**config.mk**
```make
export PLATFORM = sky130hd
export DESIGN_NAME = axis_pattern_gen
export DESIGN_NICKNAME = d
export VERILOG_FILES = /design/src/rtl/axis_pattern_gen.sv
export SDC_FILE = /design/constraint.sdc
export NUM_CORES = 1
export LEC_CHECK = 0
export CAP_MARGIN = 20
export CORE_MARGIN = 1
export CORE_UTILIZATION = 60
export CTS_CLUSTER_SIZE = 20
export DETAILED_ROUTE_END_ITERATION = 8
export DONT_BUFFER_PORTS = 1
export GPL_ROUTABILITY_DRIVEN = 0
export PLACE_DENSITY_LB_ADDON = 0.05
export SETUP_SLACK_MARGIN = 0.2
export SLEW_MARGIN = 20
export SYNTH_ARGS = -nofsm -noshare
export SYNTH_HDL_FRONTEND = slang
export SYNTH_SLANG_ARGS = --single-unit
```
**constraint.sdc**
```tcl
create_clock -name clk -period 5.85 [get_ports clk]
set_clock_uncertainty 0.1 [all_clocks]
set_input_delay 0.585 -clock clk [delete_from_list [all_inputs] [get_ports clk]]
set_output_delay 0.585 -clock clk [all_outputs]
set_load 0.01 [all_outputs]
```
**src/rtl/axis_pattern_gen.sv**
```systemverilog
// Purpose: AXI4-Stream video test-pattern source (ramps, checkerboard, constant) with SOF/EOL and blanking.
// Latency: enable sampled at edge N latches config; first beat valid after edge N+1.
// Backpressure: beat outputs hold while tvalid & !tready; the next beat loads only on handshake.
// Ports: clk/rst (sync, active-high); enable + frame config in; m_axis_* stream out;
//        frame_done pulses once per frame; busy is high outside IDLE.
// Option: PATTERN_GEN_FRAME_CNT_EN adds frame_cnt[15:0] and offsets the horizontal ramp by it.
module axis_pattern_gen #(
  parameter int PPC         = 1,
  parameter int TUSER_WIDTH = 5,
  parameter int TDEST_WIDTH = 2,
  parameter int TDATA_WIDTH = 8
) (
  input  logic                       clk,
  input  logic                       rst,
  input  logic                       enable,
  input  logic [12:0]                frame_width,
  input  logic [11:0]                frame_height,
  input  logic [7:0]                 hblank,
  input  logic [11:0]                vblank,
  input  logic [1:0]                 pattern_sel,
  input  logic [TDATA_WIDTH-1:0]     const_val,
  input  logic [TDEST_WIDTH-1:0]     tdest_cfg,
  output logic [TUSER_WIDTH-1:0]     m_axis_tuser,
  output logic [TDEST_WIDTH-1:0]     m_axis_tdest,
  output logic                       m_axis_tvalid,
  input  logic                       m_axis_tready,
  output logic                       m_axis_tlast,
  output logic [PPC*TDATA_WIDTH-1:0] m_axis_tdata,
  output logic                       frame_done,
`ifdef PATTERN_GEN_FRAME_CNT_EN
  output logic [15:0]                frame_cnt,
`endif
  output logic                       busy
);

  localparam int DW = PPC * TDATA_WIDTH;

  typedef enum logic [1:0] {IDLE, ACTIVE, HBLANK, VBLANK} state_t;

  typedef struct packed {
    logic [DW-1:0] data;
    logic          last;
    logic          sof;
  } beat_t;

  state_t                 state;
  logic [12:0]            x_q;
  logic [11:0]            y_q;
  logic [11:0]            blank_cnt;
  logic [12:0]            width_q;
  logic [11:0]            height_q;
  logic [7:0]             hblank_q;
  logic [11:0]            vblank_q;
  logic [1:0]             pat_q;
  logic [TDATA_WIDTH-1:0] const_q;
  logic [TDEST_WIDTH-1:0] tdest_q;
  logic                   tvalid_q;
  logic                   done_q;
  logic                   busy_q;
  beat_t                  beat_q;
  beat_t                  beat_cur;
  beat_t                  beat_adv;
  beat_t                  beat_nl;
  logic [7:0]             ramp_ofs;

`ifdef PATTERN_GEN_FRAME_CNT_EN
  logic [15:0] frame_cnt_q;
  assign frame_cnt = frame_cnt_q;
  assign ramp_ofs  = frame_cnt_q[7:0];
`else
  assign ramp_ofs  = 8'd0;
`endif

  function automatic logic [TDATA_WIDTH-1:0] pixel(input logic [7:0] px8, input logic [7:0] py8);
    logic [7:0] v8;
    case (pat_q)
      2'd0:    v8 = px8 + ramp_ofs;
      2'd1:    v8 = py8;
      default: v8 = (px8[3] ^ py8[3]) ? 8'hFF : 8'h00;
    endcase
    return (pat_q == 2'd3) ? const_q : TDATA_WIDTH'(v8);
  endfunction

  // Lanes past the end of the line are zero; tlast marks the beat that reaches the width.
  function automatic beat_t make_beat(input logic [13:0] bx, input logic [11:0] by);
    beat_t      b;
    logic [13:0] px;
    b = '0;
    for (int k = 0; k < PPC; k++) begin
      px = bx + 14'(k);
      if (px < {1'b0, width_q})
        b.data[k*TDATA_WIDTH +: TDATA_WIDTH] = pixel(px[7:0], by[7:0]);
    end
    b.last = (bx + 14'(PPC)) >= {1'b0, width_q};
    b.sof  = (bx == 14'd0) && (by == 12'd0);
    return b;
  endfunction

  // Candidate beats: current position, next beat on the line, first beat of the next line.
  always_comb begin
    beat_cur = make_beat({1'b0, x_q}, y_q);
    beat_adv = make_beat({1'b0, x_q} + 14'(PPC), y_q);
    beat_nl  = make_beat(14'd0, y_q + 12'd1);
  end

  always_ff @(posedge clk) begin
    if (rst) begin
      state     <= IDLE;
      x_q       <= '0;
      y_q       <= '0;
      blank_cnt <= '0;
      width_q   <= '0;
      height_q  <= '0;
      hblank_q  <= '0;
      vblank_q  <= '0;
      pat_q     <= '0;
      const_q   <= '0;
      tdest_q   <= '0;
      tvalid_q  <= 1'b0;
      done_q    <= 1'b0;
      busy_q    <= 1'b0;
      beat_q    <= '0;
`ifdef PATTERN_GEN_FRAME_CNT_EN
      frame_cnt_q <= '0;
`endif
    end else begin
      done_q <= 1'b0;
      case (state)
        IDLE: begin
          if (enable && frame_width != 13'd0 && frame_height != 12'd0) begin
            width_q  <= frame_width;
            height_q <= frame_height;
            hblank_q <= hblank;
            vblank_q <= vblank;
            pat_q    <= pattern_sel;
            const_q  <= const_val;
            tdest_q  <= tdest_cfg;
            x_q      <= '0;
            y_q      <= '0;
            state    <= ACTIVE;
            busy_q   <= 1'b1;
          end
        end
        ACTIVE: begin
          if (!tvalid_q) begin
            // Only reached on the cycle right after a frame is accepted.
            beat_q   <= beat_cur;
            tvalid_q <= 1'b1;
          end else if (m_axis_tready) begin
            if (!beat_q.last) begin
              x_q    <= x_q + 13'(PPC);
              beat_q <= beat_adv;
            end else if (y_q != height_q - 12'd1) begin
              x_q <= '0;
              y_q <= y_q + 12'd1;
              if (hblank_q == 8'd0) begin
                beat_q <= beat_nl;
              end else begin
                tvalid_q  <= 1'b0;
                blank_cnt <= '0;
                state     <= HBLANK;
              end
            end else begin
              tvalid_q <= 1'b0;
              done_q   <= 1'b1;
`ifdef PATTERN_GEN_FRAME_CNT_EN
              frame_cnt_q <= frame_cnt_q + 16'd1;
`endif
              if (vblank_q == 12'd0) begin
                state  <= IDLE;
                busy_q <= 1'b0;
              end else begin
                blank_cnt <= '0;
                state     <= VBLANK;
              end
            end
          end
        end
        HBLANK: begin
          // The first beat of the line loads on the last blank cycle so the gap is exactly hblank.
          if (blank_cnt == {4'd0, hblank_q} - 12'd1) begin
            beat_q   <= beat_cur;
            tvalid_q <= 1'b1;
            state    <= ACTIVE;
          end else begin
            blank_cnt <= blank_cnt + 12'd1;
          end
        end
        VBLANK: begin
          if (blank_cnt == vblank_q - 12'd1) begin
            state  <= IDLE;
            busy_q <= 1'b0;
          end else begin
            blank_cnt <= blank_cnt + 12'd1;
          end
        end
        default: state <= IDLE;
      endcase
    end
  end

  assign m_axis_tvalid = tvalid_q;
  assign m_axis_tdata  = beat_q.data;
  assign m_axis_tlast  = beat_q.last;
  assign m_axis_tuser  = TUSER_WIDTH'(beat_q.sof);
  assign m_axis_tdest  = tdest_q;
  assign frame_done    = done_q;
  assign busy          = busy_q;

endmodule

```
==> impl_metrics.toml, run 1 <==
[status]
status = "complete, no violations"

[synth]
async_reset_ff_share_pct = 0
synth_sequential_area_ratio_pct = 26.8
synthesis.instances = 997
yosys-top-cells-area = "dfxtp_1 27%, mux2i_1 7.6%, ha_1 7.4%"
yosys_warnings = 0
synthesis.area_um2 = 8130
post-synth-top-area-fraction_pct = 26.8
syn_area_per_cell_um2 = 8.16
ys.flop_type = "dfxtp_1"
ys_types = 78
synth_enable_flop_cells = 0
synthTopCellsByCount = "112 x nor2_1, 109 x dfxtp_1, 62 x mux2i_1"
yosysMostFrequentCell = "nor2_1"
ys_ff_latch = 109
synth_top_cell_by_area = "dfxtp_1"

[die]
initial_utilization_pct = 61.4
core_um2 = 13200
die_x_um = 118
rows = 42
io_pins = 80
die_height_um = 118
design.die.area_um2 = 14000

[final_layout]
drive_above_1_share_pct = 5.39
n_fill_cell = 1167
n_antenna_cell = 0
nNetsFinal = 1051
signed_area_change_from_the_synthesized_netlist_to_the_final_layout_pct = 2.91

[sta]
fin_crit_ps = 4200
slew_violations = 0
max_slew_margin_pct = 29.7
post-route-period-util_pct = 71.8
setup_repair_after_global_routing_missed_its_margin = "false"
finalSetupViolations = 0
max_clock_freq_mhz = 238
tightest_slew_ps = 1050
timing.setup.tns_ps = 0
finalHoldViolations = 0

[power]
ir_drop_mv = 0.129
power-per-cell-area_nw_per_um2 = 211
total_power_mw = 1.77
total_leakage_power_nw = 3.35

[worst_setup_path]
critPathMostFrequentCell = "ha_1"
rr_worst_depth = 14
critPathLaunchType = "flip-flop"
critPathSlowestCell = "dfxtp_1"
crit_path_max_delay_family = "simple AND/OR/NAND/NOR gates"
critical_path.max_fanout = 9
timing.rr.start = "x_q[0]"
crit_path_max_incr_delay_ps = 530
cp_capture_type = "flip-flop"
critical_path.cell_chain = "ha_1 > and2_1 > nand2_1 > xnor2_1 > nor2b_1 > nand4_1 > or3_1 > nor3b_1 > xor2_1 > ha_1 > o2111ai_1 > o211a_1 > a2111o_1 > o21ai_1"
worstReg2RegEnd = "m_axis_tlast"
worst_ep_required_time_ps = 6040
critPathBufInv = 0
flop2flop_setup_slack_ps = 1650
worst_ep_arrival_time_ps = 4390
crit_path_category = "flip-flop to flip-flop"

[clocking]
cts_htree_levels = 3
cts_tree = "yes"
post_cts_hold_buffer_count = 0
clk-insertion-delay-late_ps = 370
cts.repair.resized = 0
clk_root_buffer_cell = "clkbuf_16"
postCtsSetupRepairBufs = 0
clock_buffer_count_from_cts = 9
clock_path_buffers = 2
clk_pin_slew_ps = 80
clkSinkCount = 109

[run]
drv_cap = 0

[grt]
grt_first_pass_wirelength_mm = 35.5
first_global_vias = 6919
gr-usage-all-layers_pct = 31.8
grt_start_max_net_pins = 93
grt-ovfl-total = 0
number_of_antenna_violations_at_the_first_check_in_global_routing = 0

[routing]
drc = 0
detailroute.via_count = 7388
drt_iter0_markers = 490
antenna_violating_nets_post_route = 0
drt-total-wl_mm = 21.8
detail_route.first_pass.iterations = 8
vias_per_cell = 6.58
routedWlPerCell_um = 19.4

[placement]
io_buffer_count = 0
detailed_place_hpwl_mm = 16.4

[worst_hold_path]
hold_critical_path_endpoint = "vblank_q[7]"
hold_path.class = "input port to flip-flop"
min_delay_path_depth = 1
timing.hold.worst.start = "rst"
[logic make-up after synthesis]
family | Yosys count | synth area share [%]
simple gates | 373 | 23.7
compound gates | 204 | 17.2
buf+inv | 112 | 5.57
flops | 109 | 26.8
xor+xnor | 75 | 8.08
mux | 75 | 11.2
fa+ha+maj | 48 | 7.38
other cells | 1 | 0.0461
[placed cells by master (no fill, tap or decap), drive strengths merged, types with 6 or more instances in the layout]
master,n
o21a,7
a22oi,6
or3,6
xnor2,48
nor2b,6
dfxtp,109
nor2,112
mux2i,62
and3,14
a21oi,55
nand2,54
a211oi,11
nand4,24
or4,9
o21ai,42
nor3,27
a21o,10
nor4,24
ha,48
nand3,42
xor2,27
clkbuf,10
inv,43
nand2b,9
and2,14
nor4b,7
a31oi,19
mux4,13
[through the flow]
| step | cell area, um^2 | setup slack (ps) | utilization (%) | cells | hold WS [ps] |
|---|---|---|---|---|---|
| floorplan | 8140 | 2140 | - | 1000 | 375 |
| global placement | 8090 | 1900 | 61.1 | 1107 | 405 |
| detailed placement | 8090 | 1750 | 61.1 | 1107 | 421 |
| CTS | 8370 | 1690 | 63.2 | 1123 | 186 |
| global route | 8370 | 1320 | 63.2 | 1123 | 180 |
| finish | 8370 | 1650 | 63.2 | 1123 | 195 |
[area by class of cell]
class                   count  area (um^2)  area share, %
clock buffers              10          239           2.86
clock inverters             6         45.0          0.538
inverters                  41          154           1.84
flip-flops and latches    109         2180           26.1
repair buffers              2         15.0          0.179
well taps                 176          220           2.63
multi-input cells         779         5510           65.9
[worst reg2reg max path: cells and delay by family, from the launching register on]
family / cells / cell delay (ps)
simple gates: 6 / 1380
compound gates: 4 / 860
fa+ha+maj: 2 / 660
xor+xnor: 2 / 590
flops: 1 / 530
[metal layers]
layer	GRT usage (%)	wire length, um	vias up
li1	-	-	3531
met1	39.5	9160	3533
met2	53.6	10400	273
met3	6.56	1450	51
met4	12.9	754	0
met5	0	0	-
[power breakdown]
part           internal [mW]  leakage [nW]  switching (mW)
Combinational          0.140          2.33           0.201
Clock                  0.303         0.132           0.297
Sequential             0.774         0.889          0.0514
[worst max-delay path by stage]
stage | startpoint | to | slack, ps | cells after the start
2_1_floorplan | x_q[2] | m_axis_tlast | 2140 | 15
3_5_place_dp | x_q[0] | m_axis_tlast | 1750 | 14
4_1_cts | x_q[0] | m_axis_tlast | 1690 | 14
5_1_grt | x_q[0] | m_axis_tlast | 1320 | 14
3_3_place_gp | x_q[0] | m_axis_tlast | 1900 | 14
6_report | x_q[0] | m_axis_tlast | 1650 | 14
[sequential cells by signal, summed over array words and instances (netlist names), 2 cells and up]
signal,cells
width_q,13
x_q,13
blank_cnt,12
height_q,12
vblank_q,12
y_q,12
const_q,8
hblank_q,8
m_axis_tdata,8
m_axis_tdest,2
pat_q,2
state,2
(Power assumes the default switching activity.)
==> run 2, diff against run 1 <==
--- a/config.mk
+++ b/config.mk
@@ -5,9 +5,10 @@
 export SDC_FILE = /design/constraint.sdc
 export NUM_CORES = 1
 export LEC_CHECK = 0
+export ABC_AREA = 1
 export CAP_MARGIN = 20
 export CORE_MARGIN = 1
-export CORE_UTILIZATION = 60
+export CORE_UTILIZATION = 59
 export CTS_CLUSTER_SIZE = 20
 export DETAILED_ROUTE_END_ITERATION = 8
 export DONT_BUFFER_PORTS = 1
==> constraint.sdc (replaced) <==
create_clock -name clk -period 3.7 [get_ports clk]
set_clock_uncertainty 0.1 [all_clocks]
set_input_delay 0.37 -clock clk [delete_from_list [all_inputs] [get_ports clk]]
set_output_delay 0.37 -clock clk [all_outputs]
set_load 0.01 [all_outputs]
==> run 2 against run 1 <==
  * Sequential power grew 100%
  * Cell count grew 20%
  * Die area grew 0.74%
  * Clock-buffer cell count is the same
  * Register-to-register slack lost 1100 ps
  * Combinational power grew to 6.4 times the previous value
  * Routed wire length grew 1.2%
  * Utilization is essentially flat
  * Global-route usage shrank 0.28 points
  * Fmax grew 32%
  * Hold slack lost 180 ps
==> impl_metrics.toml, run 2 <==
[clocking]
clock_path_buffers = 2
cts_tree = "yes"
postCtsSetupRepairBufs = 0
clk-insertion-delay-late_ps = 360
clk_pin_slew_ps = 80
cts_htree_levels = 3
clkSinkCount = 109
clock_buffer_count_from_cts = 9
clk_root_buffer_cell = "clkbuf_16"

[grt]
grt-ovfl-total = 0
number_of_antenna_violations_at_the_first_check_in_global_routing = 0
grt_first_pass_wirelength_mm = 35.4
first_global_vias = 6891
gr-usage-all-layers_pct = 31.5
grt_start_max_net_pins = 59

[synth]
synth_sequential_area_ratio_pct = 27.1
synth_top_family_by_area = "simple AND/OR/NAND/NOR gates"
yosys_warnings = 0
syn_area_per_cell_um2 = 6.65
synth_compound_gate_area_share_pct = 17.7
ys_types = 53
synthesis.area_um2 = 8060
synth_fa_ha_area_share_pct = 7.45
synth_enable_flop_cells = 0
yosysMostFrequentCell = "nand2_1"
synth_top_cell_by_area = "dfxtp_1"
ys.flop_type = "dfxtp_1"
post_synth_and_or_nand_nor_area_fraction_pct = 30.0
ys_ff_latch = 109
synthTopCellsByCount = "180 x nand2_1, 170 x nor2_1, 120 x a21oi_1"
synthesis.instances = 1212
async_reset_ff_share_pct = 0
post-synth-top-area-fraction_pct = 27.1
post_synth_xor_area_fraction_pct = 8.26
post_synth_mux_area_share_pct = 0
yosys-top-cells-area = "dfxtp_1 27%, nand2_1 8.4%, nor2_1 7.9%"

[sta]
setup_repair_after_global_routing_missed_its_margin = "false"
post-route-period-util_pct = 86.1
max_slew_margin_pct = 31.2
timing.setup.tns_ps = 0
slew_violations = 0
finalSetupViolations = 0
finalHoldViolations = 0
max_clock_freq_mhz = 314
fin_crit_ps = 3190
tightest_slew_ps = 1030
timing.hold.ws_ps = 10.8

[routing]
drt-met1-wl_mm = 10.6
met2_wirelength_mm = 9.03
vias_per_cell = 5.78
detailroute.via_count = 7811
met3_wirelength_mm = 2.05
drc = 0
routed.top_layer = "met4"
detail_route.first_pass.iterations = 6
antenna_violating_nets_post_route = 0
drt_iter0_markers = 701
routedWlPerCell_um = 16.3
drt-total-wl_mm = 22.0

[final_layout]
n_antenna_cell = 0
layout.cells.most_common = "nand2_1"
ff_latch_area_um2 = 2180
drive_above_1_share_pct = 6.47
layout_common_cells = "180 x nand2_1, 170 x nor2_1, 120 x a21oi_1, 114 x inv_1, 112 x o21ai_0"
signed_area_change_from_the_synthesized_netlist_to_the_final_layout_pct = 4.22
multiInputGateArea_um2 = 5140
nNetsFinal = 1281
n_fill_cell = 1286
biggestRegsByFlops = "width_q (13), x_q (13)"

[placement]
io_buffer_count = 0
detailed_place_hpwl_mm = 16.6

[status]
status = "complete, no violations"

[worst_setup_path]
cp_capture_type = "flip-flop"
crit_path_category = "flip-flop to flip-flop"
critPathLaunchType = "flip-flop"
critical_path.max_fanout = 9
worst_ep_arrival_time_ps = 3380
worst_ep_required_time_ps = 3900

[die]
design.die.area_um2 = 14100
die_height_um = 119
rows = 42
die_x_um = 119
io_pins = 80
initial_utilization_pct = 60.6
core_um2 = 13300

[run]
drv_cap = 0

[power]
total_leakage_power_nw = 3.46
power-per-cell-area_nw_per_um2 = 582
ir_drop_mv = 0.393

[worst_hold_path]
hold_path.class = "input port to flip-flop"
## run 2: cell count changes after synthesis, moves of 10 or more
cell      before  now
inv_1         41  115
nor2_2         0   10
mux2i_1       62    0
xnor2_1       48   22
nand3_1       41   61
and3_1        14    1
clkbuf_1      53   39
mux4_2        13    0
xor2_1        27   54
nand2_1       53  180
a21oi_1       54  120
o21ai_0       34  112
nor2_1       112  170
and2_1        13    0
## run 2: cell type report
| type | instances | share of cell area (%) |
|---|---|---|
| Clock buffer | 10 | 2.85 |
| Clock inverter | 4 | 0.879 |
| Inverter | 126 | 5.66 |
| Multi-Input combinational cell | 919 | 61.2 |
| Sequential cell | 109 | 26.0 |
| Tap cell | 176 | 2.62 |
| Timing Repair Buffer | 7 | 0.775 |
## run 2: what timing repair did
action                                  CTS  global route
endpoints found under the setup margin    0             9
gates resized for setup                   0             3
endpoints found under the hold margin    32             0
hold buffers                              1             0
## run 2: worst paths after layout
path	start	end	slack, ps	depth (start not counted)
max	x_q[0]	m_axis_tdata[3]	510	17
min	rst	frame_done	10	1
max reg2reg	x_q[0]	m_axis_tdata[3]	510	17
min reg2reg	vblank_q[1]	vblank_q[1]	390	2
## run 2: logic make-up (layout without fill, tap and decap cells)
logic type                 after synthesis  in the layout
DFF                                    109            109
other                                    1              4
buffers and inverters                  187            147
and+or+nand+nor                        522            522
AOI/OAI and AO/OA                      269            269
adders and majority gates               48             48
xor gates and xnor gates                76             76
## run 2: worst max-delay path, cell delays in order (launching register included)
cell	delay, ps
dfxtp_2	430
inv_2	120
nor3_4	240
nand3_2	120
inv_2	120
nand4_2	140
nand2_1	100
inv_1	40
nor2_1	180
inv_1	130
ha_1	310
a21oi_1	130
o21ai_0	100
nand2_1	90
o2111ai_2	250
o21ai_0	260
nand3_1	110
a21oi_1	160
## run 2: metrics by stage
stage | util, % | cells | power, mW | setup slack (ps) | instance area [um^2]
floorplan | - | 1215 | 3.28 | 803 | 8070
global placement | 60.6 | 1336 | 3.76 | 516 | 8050
detailed placement | 60.6 | 1336 | 3.78 | 419 | 8050
CTS | 63.1 | 1351 | 4.85 | 386 | 8390
global route | 63.2 | 1351 | 5.23 | 229 | 8400
finish | 63.2 | 1351 | 4.89 | 513 | 8400
## run 2: report_power, final
| group | switching, mW | internal [mW] |
|---|---|---|
| Combinational | 1.42 | 0.747 |
| Clock | 0.456 | 0.605 |
| Sequential | 0.284 | 1.38 |
## run 2: per-layer routing
metal | track usage (%) | vias up
met5 | 0 | -
met4 | 7.12 | 0
met3 | 9.82 | 31
met2 | 45.3 | 296
met1 | 45.4 | 3537
li1 | - | 3947
